### src/rtl/compress_pkg.sv
// Shared constants, FSM state type and legal-depth check for the compress/pack datapath.
package compress_pkg;

  localparam int KYBER_Q = 3329;
  localparam int KYBER_N = 256;
  localparam int D_MAX   = 11;

  typedef enum logic [1:0] {
    ST_IDLE = 2'd0,
    ST_RUN  = 2'd1,
    ST_DONE = 2'd2
  } state_t;

  function automatic logic d_is_legal(input logic [3:0] d);
    logic ok;
    case (d)
      4'd1, 4'd4, 4'd5, 4'd10, 4'd11: ok = 1'b1;
      default:                        ok = 1'b0;
    endcase
    return ok;
  endfunction

endpackage

### src/rtl/compress_pack_ctrl_compress.sv
// Combinational coefficient compressor: round(2^d * x / q) mod 2^d.
module compress_pack_ctrl_compress
  import compress_pkg::*;
(
  input  logic [12:0]      coeff,
  input  logic [3:0]       d,
  output logic [D_MAX-1:0] comp
);

  logic [24:0] scaled_s;
  logic [24:0] quot_s;
  logic [24:0] mask_s;

  // q is odd, so adding (q-1)/2 before the floor division rounds half-up without ties
  always_comb begin
    scaled_s = ({12'd0, coeff} << d) + 25'((KYBER_Q - 1) / 2);
    quot_s   = scaled_s / 25'(KYBER_Q);
    mask_s   = (25'd1 << d) - 25'd1;
    comp     = D_MAX'(quot_s & mask_s);
  end

endmodule

### src/rtl/compress_pack_ctrl.sv
// Polynomial compress-and-pack controller: packs d-bit compressed coefficients LSB-first into W_WORD words.
// Optional build macro COMPRESS_RANGE_CHECK_EN adds a sticky out-of-range flag on accepted coefficients.
module compress_pack_ctrl
  import compress_pkg::*;
#(
  parameter int N_COEFF = KYBER_N,
  parameter int W_WORD  = 32
) (
  input  logic              i_clk,
  input  logic              i_rstn,
  input  logic              i_start,
  input  logic [3:0]        i_d,
  input  logic [12:0]       i_coeff,
  input  logic              i_coeff_valid,
  output logic              o_coeff_ready,
  output logic [W_WORD-1:0] o_word,
  output logic              o_word_valid,
  input  logic              i_word_ready,
  output logic              o_busy,
  output logic              o_done,
  output logic              o_err,
  output logic              o_range_err
);

  localparam int ACC_W  = W_WORD + D_MAX;
  localparam int FILL_W = $clog2(ACC_W + 1);
  localparam int CNT_W  = $clog2(N_COEFF + 1);

  state_t             state_r;
  state_t             state_s;
  logic [3:0]         d_r;
  logic [CNT_W-1:0]   cnt_r;
  logic [FILL_W-1:0]  fill_r;
  logic [ACC_W-1:0]   acc_r;
  logic [W_WORD-1:0]  word_r;
  logic               word_valid_r;
  logic               busy_r;
  logic               done_r;
  logic               err_r;
  logic [D_MAX-1:0]   comp_s;
  logic               start_ok_s;
  logic               start_bad_s;
  logic               coeff_ready_s;
  logic               accept_s;
  logic               shift_s;
  logic               last_s;

  compress_pack_ctrl_compress u_compress (
    .coeff (i_coeff),
    .d     (d_r),
    .comp  (comp_s)
  );

  // Handshake qualifiers; accept needs fill<W_WORD and shift needs fill>=W_WORD, so they never coincide
  always_comb begin
    start_ok_s    = (state_r == ST_IDLE) && i_start && d_is_legal(i_d);
    start_bad_s   = (state_r == ST_IDLE) && i_start && !d_is_legal(i_d);
    coeff_ready_s = (state_r == ST_RUN) && (fill_r < FILL_W'(W_WORD)) && (cnt_r < CNT_W'(N_COEFF));
    accept_s      = coeff_ready_s && i_coeff_valid;
    shift_s       = (state_r == ST_RUN) && (fill_r >= FILL_W'(W_WORD)) && (!word_valid_r || i_word_ready);
    last_s        = (state_r == ST_RUN) && (cnt_r == CNT_W'(N_COEFF)) && (fill_r == FILL_W'(0))
                    && (!word_valid_r || i_word_ready);
  end

  // Next-state logic
  always_comb begin
    state_s = state_r;
    case (state_r)
      ST_IDLE: if (start_ok_s) state_s = ST_RUN;  else state_s = ST_IDLE;
      ST_RUN:  if (last_s)     state_s = ST_DONE; else state_s = ST_RUN;
      ST_DONE: state_s = ST_IDLE;
      default: state_s = ST_IDLE;
    endcase
  end

  // State, accumulator and output word registers
  always_ff @(posedge i_clk or negedge i_rstn) begin
    if (!i_rstn) begin
      state_r      <= ST_IDLE;
      d_r          <= 4'd0;
      cnt_r        <= '0;
      fill_r       <= '0;
      acc_r        <= '0;
      word_r       <= '0;
      word_valid_r <= 1'b0;
      busy_r       <= 1'b0;
      done_r       <= 1'b0;
      err_r        <= 1'b0;
    end else begin
      state_r <= state_s;
      busy_r  <= (state_s != ST_IDLE);
      done_r  <= (state_s == ST_DONE);
      err_r   <= start_bad_s;
      if (start_ok_s) begin
        d_r    <= i_d;
        cnt_r  <= '0;
        fill_r <= '0;
        acc_r  <= '0;
      end else if (accept_s) begin
        acc_r  <= acc_r | (ACC_W'(comp_s) << fill_r);
        fill_r <= fill_r + FILL_W'(d_r);
        cnt_r  <= cnt_r + CNT_W'(1);
      end else if (shift_s) begin
        acc_r  <= acc_r >> W_WORD;
        fill_r <= fill_r - FILL_W'(W_WORD);
      end
      // a stalled word is never overwritten because shift_s requires a free slot
      if (shift_s) begin
        word_r       <= acc_r[W_WORD-1:0];
        word_valid_r <= 1'b1;
      end else if (i_word_ready) begin
        word_valid_r <= 1'b0;
      end
    end
  end

`ifdef COMPRESS_RANGE_CHECK_EN
  logic range_err_r;

  // Sticky out-of-range flag, cleared by a legal start; data is compressed regardless
  always_ff @(posedge i_clk or negedge i_rstn) begin
    if (!i_rstn) begin
      range_err_r <= 1'b0;
    end else if (start_ok_s) begin
      range_err_r <= 1'b0;
    end else if (accept_s && (i_coeff >= 13'(KYBER_Q))) begin
      range_err_r <= 1'b1;
    end
  end

  assign o_range_err = range_err_r;
`else
  assign o_range_err = 1'b0;
`endif

  assign o_coeff_ready = coeff_ready_s;
  assign o_word        = word_r;
  assign o_word_valid  = word_valid_r;
  assign o_busy        = busy_r;
  assign o_done        = done_r;
  assign o_err         = err_r;

endmodule

### config.mk
export PLATFORM = sky130hd
export DESIGN_NAME = compress_pack_ctrl
export DESIGN_NICKNAME = d
export VERILOG_FILES = /design/src/rtl/compress_pkg.sv /design/src/rtl/compress_pack_ctrl_compress.sv /design/src/rtl/compress_pack_ctrl.sv
export SDC_FILE = /design/constraint.sdc
export NUM_CORES = 1
export LEC_CHECK = 0
export CORE_AREA = 2 2 203 205
export CTS_BUF_LIST = sky130_fd_sc_hd__clkbuf_16
export DETAILED_ROUTE_END_ITERATION = 12
export DIE_AREA = 0 0 205 207
export HOLD_SLACK_MARGIN = 0.02
export PLACE_DENSITY = 0.47
export SKIP_LAST_GASP = 1
export SLEW_MARGIN = 20
export SYNTH_ARGS = -nofsm -noshare
export SYNTH_HDL_FRONTEND = slang
export SYNTH_SLANG_ARGS = --single-unit
### constraint.sdc
create_clock -name i_clk -period 17.8 [get_ports i_clk]
set_input_delay 2.67 -clock i_clk [delete_from_list [all_inputs] [get_ports i_clk]]
set_output_delay 2.67 -clock i_clk [all_outputs]
set_load 0.01 [all_outputs]
==> results.py, run 1 <==
metrics = {
    "sta": {
        "finClkSkew_ns": 0.00634,
        "max_freq_mhz": 58.6,
        "worstMarginPinSlew_ns": 0.893,
        "period_share_pct": 95.8,
        "holdWs_ns": 0.472,
        "setup_viol": 0,
        "fin_crit_ns": 17.05,
        "slew_headroom_pct": 40.3,
        "drv_slew": 0,
        "finalHoldViolCount": 0,
    },
    "place": {
        "hpwl_um": 40300,
        "port_buffers": 58,
        "gp_congestion": 0.917,
    },
    "worst_setup_path": {
        "reg2regPathDepth": 63,
        "cp_max_fo": 6,
        "worst-endpoint-required_ns": 18.03,
        "r2r_setup_slack_ns": 2.15,
        "max_stage_delay_ns": 0.58,
        "worstSetupPathType": "in2reg",
        "r2r_end": "acc_r[10]",
        "cp_num_buf_inv": 7,
        "worstSetupStartpointType": "primary input",
        "slowest_stage": "or4_4",
        "r2r_start": "d_r[0]",
        "critPathCaptureType": "register",
        "cp_top_family": "compound AO/OA/AOI/OAI gates",
        "path_common_cell": "buf_4",
        "crit_arrival_ns": 17.28,
    },
    "drt": {
        "drc": 0,
        "wl_um": 50000,
        "drt_iter0_drc": 1162,
        "viasPerCell": 5.83,
        "detail_route.wl_per_cell_um": 19.7,
        "vias": 14800,
        "ant_nets": 0,
        "dr.pass1.iters": 6,
    },
    "clock_tree": {
        "cts_buffers": 9,
        "path_clk_slew_ns": 0.07,
        "postCtsHoldBufs": 0,
        "cts_tree": "yes",
        "htreeDepth": 3,
        "cts_sinks": 100,
        "insertion_delay_ns": 0.34,
        "cts_root_buf": "clkbuf_16",
        "clock_path_buffers": 2,
    },
    "synth": {
        "ys_async_sr_fraction_pct": 100,
        "synth-seq-area-share_pct": 19.0,
        "synth-edff-count": 0,
        "synth_area_sq_um": 13200,
        "ys.flop_type": "dfrtp_1",
        "yosysWarnings": 0,
        "synth.distinct_cells": 132,
        "ys_ff_latch": 100,
        "avgSynthCellArea_sq_um": 7.53,
        "syn-num-nets": 1785,
        "syn_inst": 1751,
    },
    "finish": {
        "regArea_sq_um": 2500,
        "fillers": 4267,
        "mostFrequentLayoutCells": "261 x nand2_1, 255 x buf_4, 132 x nor2_1, 100 x dfrtp_1, 93 x a21oi_1",
        "syn_to_final_growth_pct": 27.4,
        "layout-drive-gt1-share_pct": 24.1,
        "multi_input_area_sq_um": 10700,
        "nNetsFinal": 2036,
        "final_common_cell": "nand2_1",
    },
    "floorplanning": {
        "die_h_um": 207,
        "die_w_um": 205,
        "start_util_pct": 32.6,
        "io_pins": 60,
        "core_area_sq_um": 40400,
        "dieArea_sq_um": 42400,
        "fp-row-count": 74,
    },
    "outcome": {
        "status": "finished, final reports clean",
    },
    "min_path": {
        "hold_path_class": "reg2reg",
        "hold_end": "o_word[31]",
        "hp-start": "o_word[31]",
        "whs_path_depth": 2,
    },
    "global_routing": {
        "grt_pass1_wl_um": 78300,
        "grt_pass1_vias": 14200,
        "antenna_found_initial": 3,
        "grt-ovfl-total": 0,
        "grt_max_degree": 59,
        "grt_usage_pct": 22.7,
    },
    "job": {
        "maxCapViolCount": 0,
    },
}
[metal layers]
metal | track usage (%) | up-vias | share of wire [%]
li1 | - | 7213 | -
met4 | 4.61 | 0 | 2.0
met1 | 29.4 | 7152 | 43
met2 | 41.1 | 384 | 51
met5 | 0 | - | 0
met3 | 1.38 | 65 | 3.8
[synthesized netlist by cell type, types with 13 or more instances]
master,n,share of area [%]
dfrtp_1,100,19
and2_1,36,1.7
o22ai_1,23,1.1
a31oi_1,27,1.3
xor2_1,26,1.7
a22o_1,13,0.86
a21oi_1,95,3.6
mux2i_1,36,2.7
o21ai_0,91,3.5
or3_1,35,1.7
mux2_2,13,1.1
a211oi_1,23,1.3
o21a_1,16,0.91
inv_1,26,0.74
a21o_1,19,1.1
buf_2,18,0.68
o31ai_1,21,1.2
nor2_1,139,4.0
xnor2_1,58,3.9
nor3_1,63,2.4
nand3_1,66,2.5
nand2b_1,17,0.81
o211ai_1,18,1.0
nand2_1,263,7.5
nand4_1,34,1.6
clkbuf_1,44,1.3
a211o_1,16,1.1
o21ai_1,38,1.4
and3_1,26,1.2
[cell families (layout without fill, tap and decap cells)]
kind of cell	count (synthesis)	in the layout	synth area share (%)
other	1	5	0.0285
buffers and inverters	99	354	3.25
AOI/OAI and AO/OA	596	596	34.1
adders and majority gates	15	15	1.42
xor gates and xnor gates	88	88	6.25
and+or+nand+nor	788	788	30.1
DFF	100	100	19.0
muxes	64	64	5.83
[how the worst max path moves through the flow]
stage                           end   startpoint  cells after the start  slack (ns)
after floorplan           acc_r[23]   i_coeff[0]                     61        1.08
after global placement    acc_r[18]  i_coeff[12]                     62       -0.52
after detailed placement  acc_r[28]  i_coeff[12]                     63       -0.33
after CTS                 acc_r[28]  i_coeff[12]                     58        0.03
after global routing      acc_r[10]  i_coeff[11]                     60       -0.05
final                     acc_r[10]   i_coeff[9]                     60        0.75
[final cells by class]
type / instances / area share (%)
tap: 532 / 3.97
inverter: 27 / 0.604
timing repair buffer: 312 / 14.7
clock buffer: 9 / 1.34
sequential: 100 / 14.9
clock inverter: 6 / 0.388
multi-input combinational: 1552 / 64.0
antenna: 4 / 0.0596
[state kept, by name, indices dropped and copies added, names as in the netlist]
| name | count |
|---|---|
| acc_r | 43 |
| cnt_r | 9 |
| d_r | 4 |
| fill_r | 6 |
| o_busy | 1 |
| o_done | 1 |
| o_err | 1 |
| o_word | 32 |
| o_word_valid | 1 |
| state_r | 2 |
[metrics by stage]
| step | util [%] | setup TNS [ns] | cells | setup slack [ns] | area, sq um |
|---|---|---|---|---|---|
| 2_1_floorplan | - | 0 | 1751 | 1.08 | 13200 |
| 3_3_place_gp | 39.5 | -13.00 | 2516 | -0.523 | 16000 |
| 3_5_place_dp | 39.5 | -6.19 | 2516 | -0.335 | 16000 |
| 4_1_cts | 40.3 | 0 | 2531 | 0.0283 | 16300 |
| 5_1_grt | 41.6 | -0.159 | 2539 | -0.0542 | 16800 |
| 6_report | 41.6 | 0 | 2542 | 0.748 | 16800 |
[worst reg2reg max path: cells and delay by family, from the launching register on]
family,cells,cell delay (ns)
AOI/OAI and AO/OA,26,6.01
DFF,1,0.40
adders and majority gates,2,0.37
and+or+nand+nor,22,5.98
muxes,1,0.41
buffers and inverters,9,1.89
xor gates and xnor gates,3,0.48
[what timing repair did]
item	CTS	global route
pin swaps	0	12
buffers inserted	0	7
gates resized for setup	2	107
endpoints found under the hold margin	0	0
endpoints found under the setup margin	9	33
Power of run 1 is left out: the tool's default activity adds up to more than one toggle a clock period on the data nets, which glitch-free logic cannot reach.
==> run 2: changes to the inputs <==
REMOVE_ABC_BUFFERS = 1   (was default)
==> run 2 against run 1 <==
Cell count rose by 0.94%. Maximum frequency fell by 1.1%. Clock skew rose by 0.0029 ns. Sequential share of layout area fell by 0.45 points. Die area did not move.
==> results.py, run 2 (synthesis results as in run 1) <==
metrics = {
    "sta": {
        "fin_crit_ns": 17.25,
        "finClkSkew_ns": 0.00921,
        "drv_slew": 0,
        "finalHoldViolCount": 0,
        "max_freq_mhz": 58.0,
        "setup_viol": 0,
        "period_share_pct": 96.9,
        "setup_tns_ns": 0,
        "worstMarginPinSlew_ns": 0.910,
        "slew_headroom_pct": 37.8,
    },
    "drt": {
        "dr.pass1.iters": 6,
        "vias": 14800,
        "viasPerCell": 5.76,
        "drt_iter0_drc": 1090,
        "ant_nets": 0,
        "wl_um": 47700,
        "detail_route.wl_per_cell_um": 18.6,
        "drc": 0,
    },
    "clock_tree": {
        "cts_tree": "yes",
        "insertion_delay_ns": 0.35,
        "path_clk_slew_ns": 0.07,
        "htreeDepth": 3,
        "clock_path_buffers": 2,
        "cts_sinks": 100,
        "cts_buffers": 9,
        "postCtsHoldBufs": 0,
        "cts_root_buf": "clkbuf_16",
    },
    "floorplanning": {
        "fp-row-count": 74,
        "dieArea_sq_um": 42400,
        "core_area_sq_um": 40400,
        "die_h_um": 207,
        "start_util_pct": 32.6,
        "io_pins": 60,
        "die_w_um": 205,
    },
    "outcome": {
        "status": "finished, final reports clean",
    },
    "worst_setup_path": {
        "worst-endpoint-required_ns": 18.04,
        "path_common_cell": "buf_4",
        "r2r_start": "d_r[0]",
        "cp_max_fo": 10,
        "r2r_end": "acc_r[16]",
        "cp_num_cells": 58,
        "cp_top_family": "compound AO/OA/AOI/OAI gates",
        "slowest_stage": "clkdlybuf4s50_1",
        "critPathCaptureType": "register",
        "worstSetupStartpointType": "primary input",
        "cp_num_buf_inv": 7,
        "reg2regPathDepth": 61,
        "max_stage_delay_ns": 0.62,
        "crit_arrival_ns": 17.48,
        "r2r_setup_slack_ns": 2.13,
        "worstSetupPathType": "in2reg",
    },
    "place": {
        "port_buffers": 58,
        "gp_congestion": 0.888,
        "hpwl_um": 37800,
    },
    "global_routing": {
        "grt_max_degree": 68,
        "grt_pass1_vias": 14200,
        "grt-ovfl-total": 0,
        "antenna_found_initial": 6,
        "grt_usage_pct": 21.7,
        "grt_pass1_wl_um": 76000,
    },
    "finish": {
        "nNetsFinal": 2060,
        "layout-drive-gt1-share_pct": 26.3,
        "fin_util_pct": 42.9,
        "syn_to_final_growth_pct": 31.3,
        "mostFrequentLayoutCells": "278 x buf_4, 258 x nand2_1, 131 x nor2_1, 100 x dfrtp_1",
        "final_common_cell": "buf_4",
        "largest_register": "acc_r",
        "largest_reg_flops": 43,
    },
    "min_path": {
        "hold_path_class": "reg2reg",
        "whs_path_depth": 2,
        "hold_end": "o_word[0]",
        "hp-start": "o_word[0]",
    },
    "job": {
        "maxCapViolCount": 0,
    },
}
[run 2: cell count changes in the layout (fill, tap and decap cells not counted), sizes merged]
cell	previous run	this run
inv	28	30
buf	255	278
dlymetal6s2s	7	9
bufinv	1	0
clkdlybuf4s50	44	48
xnor2	61	62
clkinv	1	4
clkbuf	15	9
clkinvlp	3	0
diode	4	3
[run 2: final cells by class]
| type | instances | area (sq um) |
|---|---|---|
| Inverter | 27 | 101 |
| Sequential cell | 100 | 2500 |
| Clock buffer | 9 | 225 |
| Antenna cell | 3 | 7.51 |
| Fill cell | 4208 | 23100 |
| Multi-Input combinational cell | 1553 | 11100 |
| Clock inverter | 7 | 46.3 |
| Timing Repair Buffer | 335 | 2680 |
| Tap cell | 532 | 666 |
[run 2: stage by stage]
stage | cells | setup slack (ns) | hold slack (ns) | cell area, sq um
2_1_floorplan | 1679 | 1.21 | 0.430 | 12900
3_3_place_gp | 2526 | -0.235 | 0.451 | 16000
3_5_place_dp | 2526 | -0.277 | 0.454 | 16000
4_1_cts | 2542 | 0.0393 | 0.478 | 16300
5_1_grt | 2563 | -0.0949 | 0.498 | 17300
6_report | 2566 | 0.555 | 0.472 | 17300
[run 2: worst max path at each step]
stage           startpoint   endpoint  slack (ns)
2_1_floorplan   i_coeff[4]  acc_r[23]        1.21
3_3_place_gp    i_coeff[4]  acc_r[16]       -0.23
3_5_place_dp    i_coeff[4]  acc_r[31]       -0.28
4_1_cts         i_coeff[4]  acc_r[31]        0.04
5_1_grt         i_coeff[5]  acc_r[31]       -0.09
6_report       i_coeff[11]  acc_r[16]        0.55
[run 2: layer usage]
layer / global-route usage, % / wire length [um]
met1: 28.9 / 21700
met2: 37.4 / 23100
met3: 2.31 / 1780
met4: 5.16 / 1110
met5: 0 / 34
[run 2: repair_timing]
action | in CTS | in global routing
gates resized for setup | 0 | 155
endpoints found under the setup margin | 0 | 33
setup buffers | 0 | 20
[run 2: tightest hold or removal path, stage by stage, from the launching register on]
cell,delay (ns)
dfrtp_1,0.34
nand2_1,0.05
nand2_1,0.05
Power of run 2 is left out for the same reason.
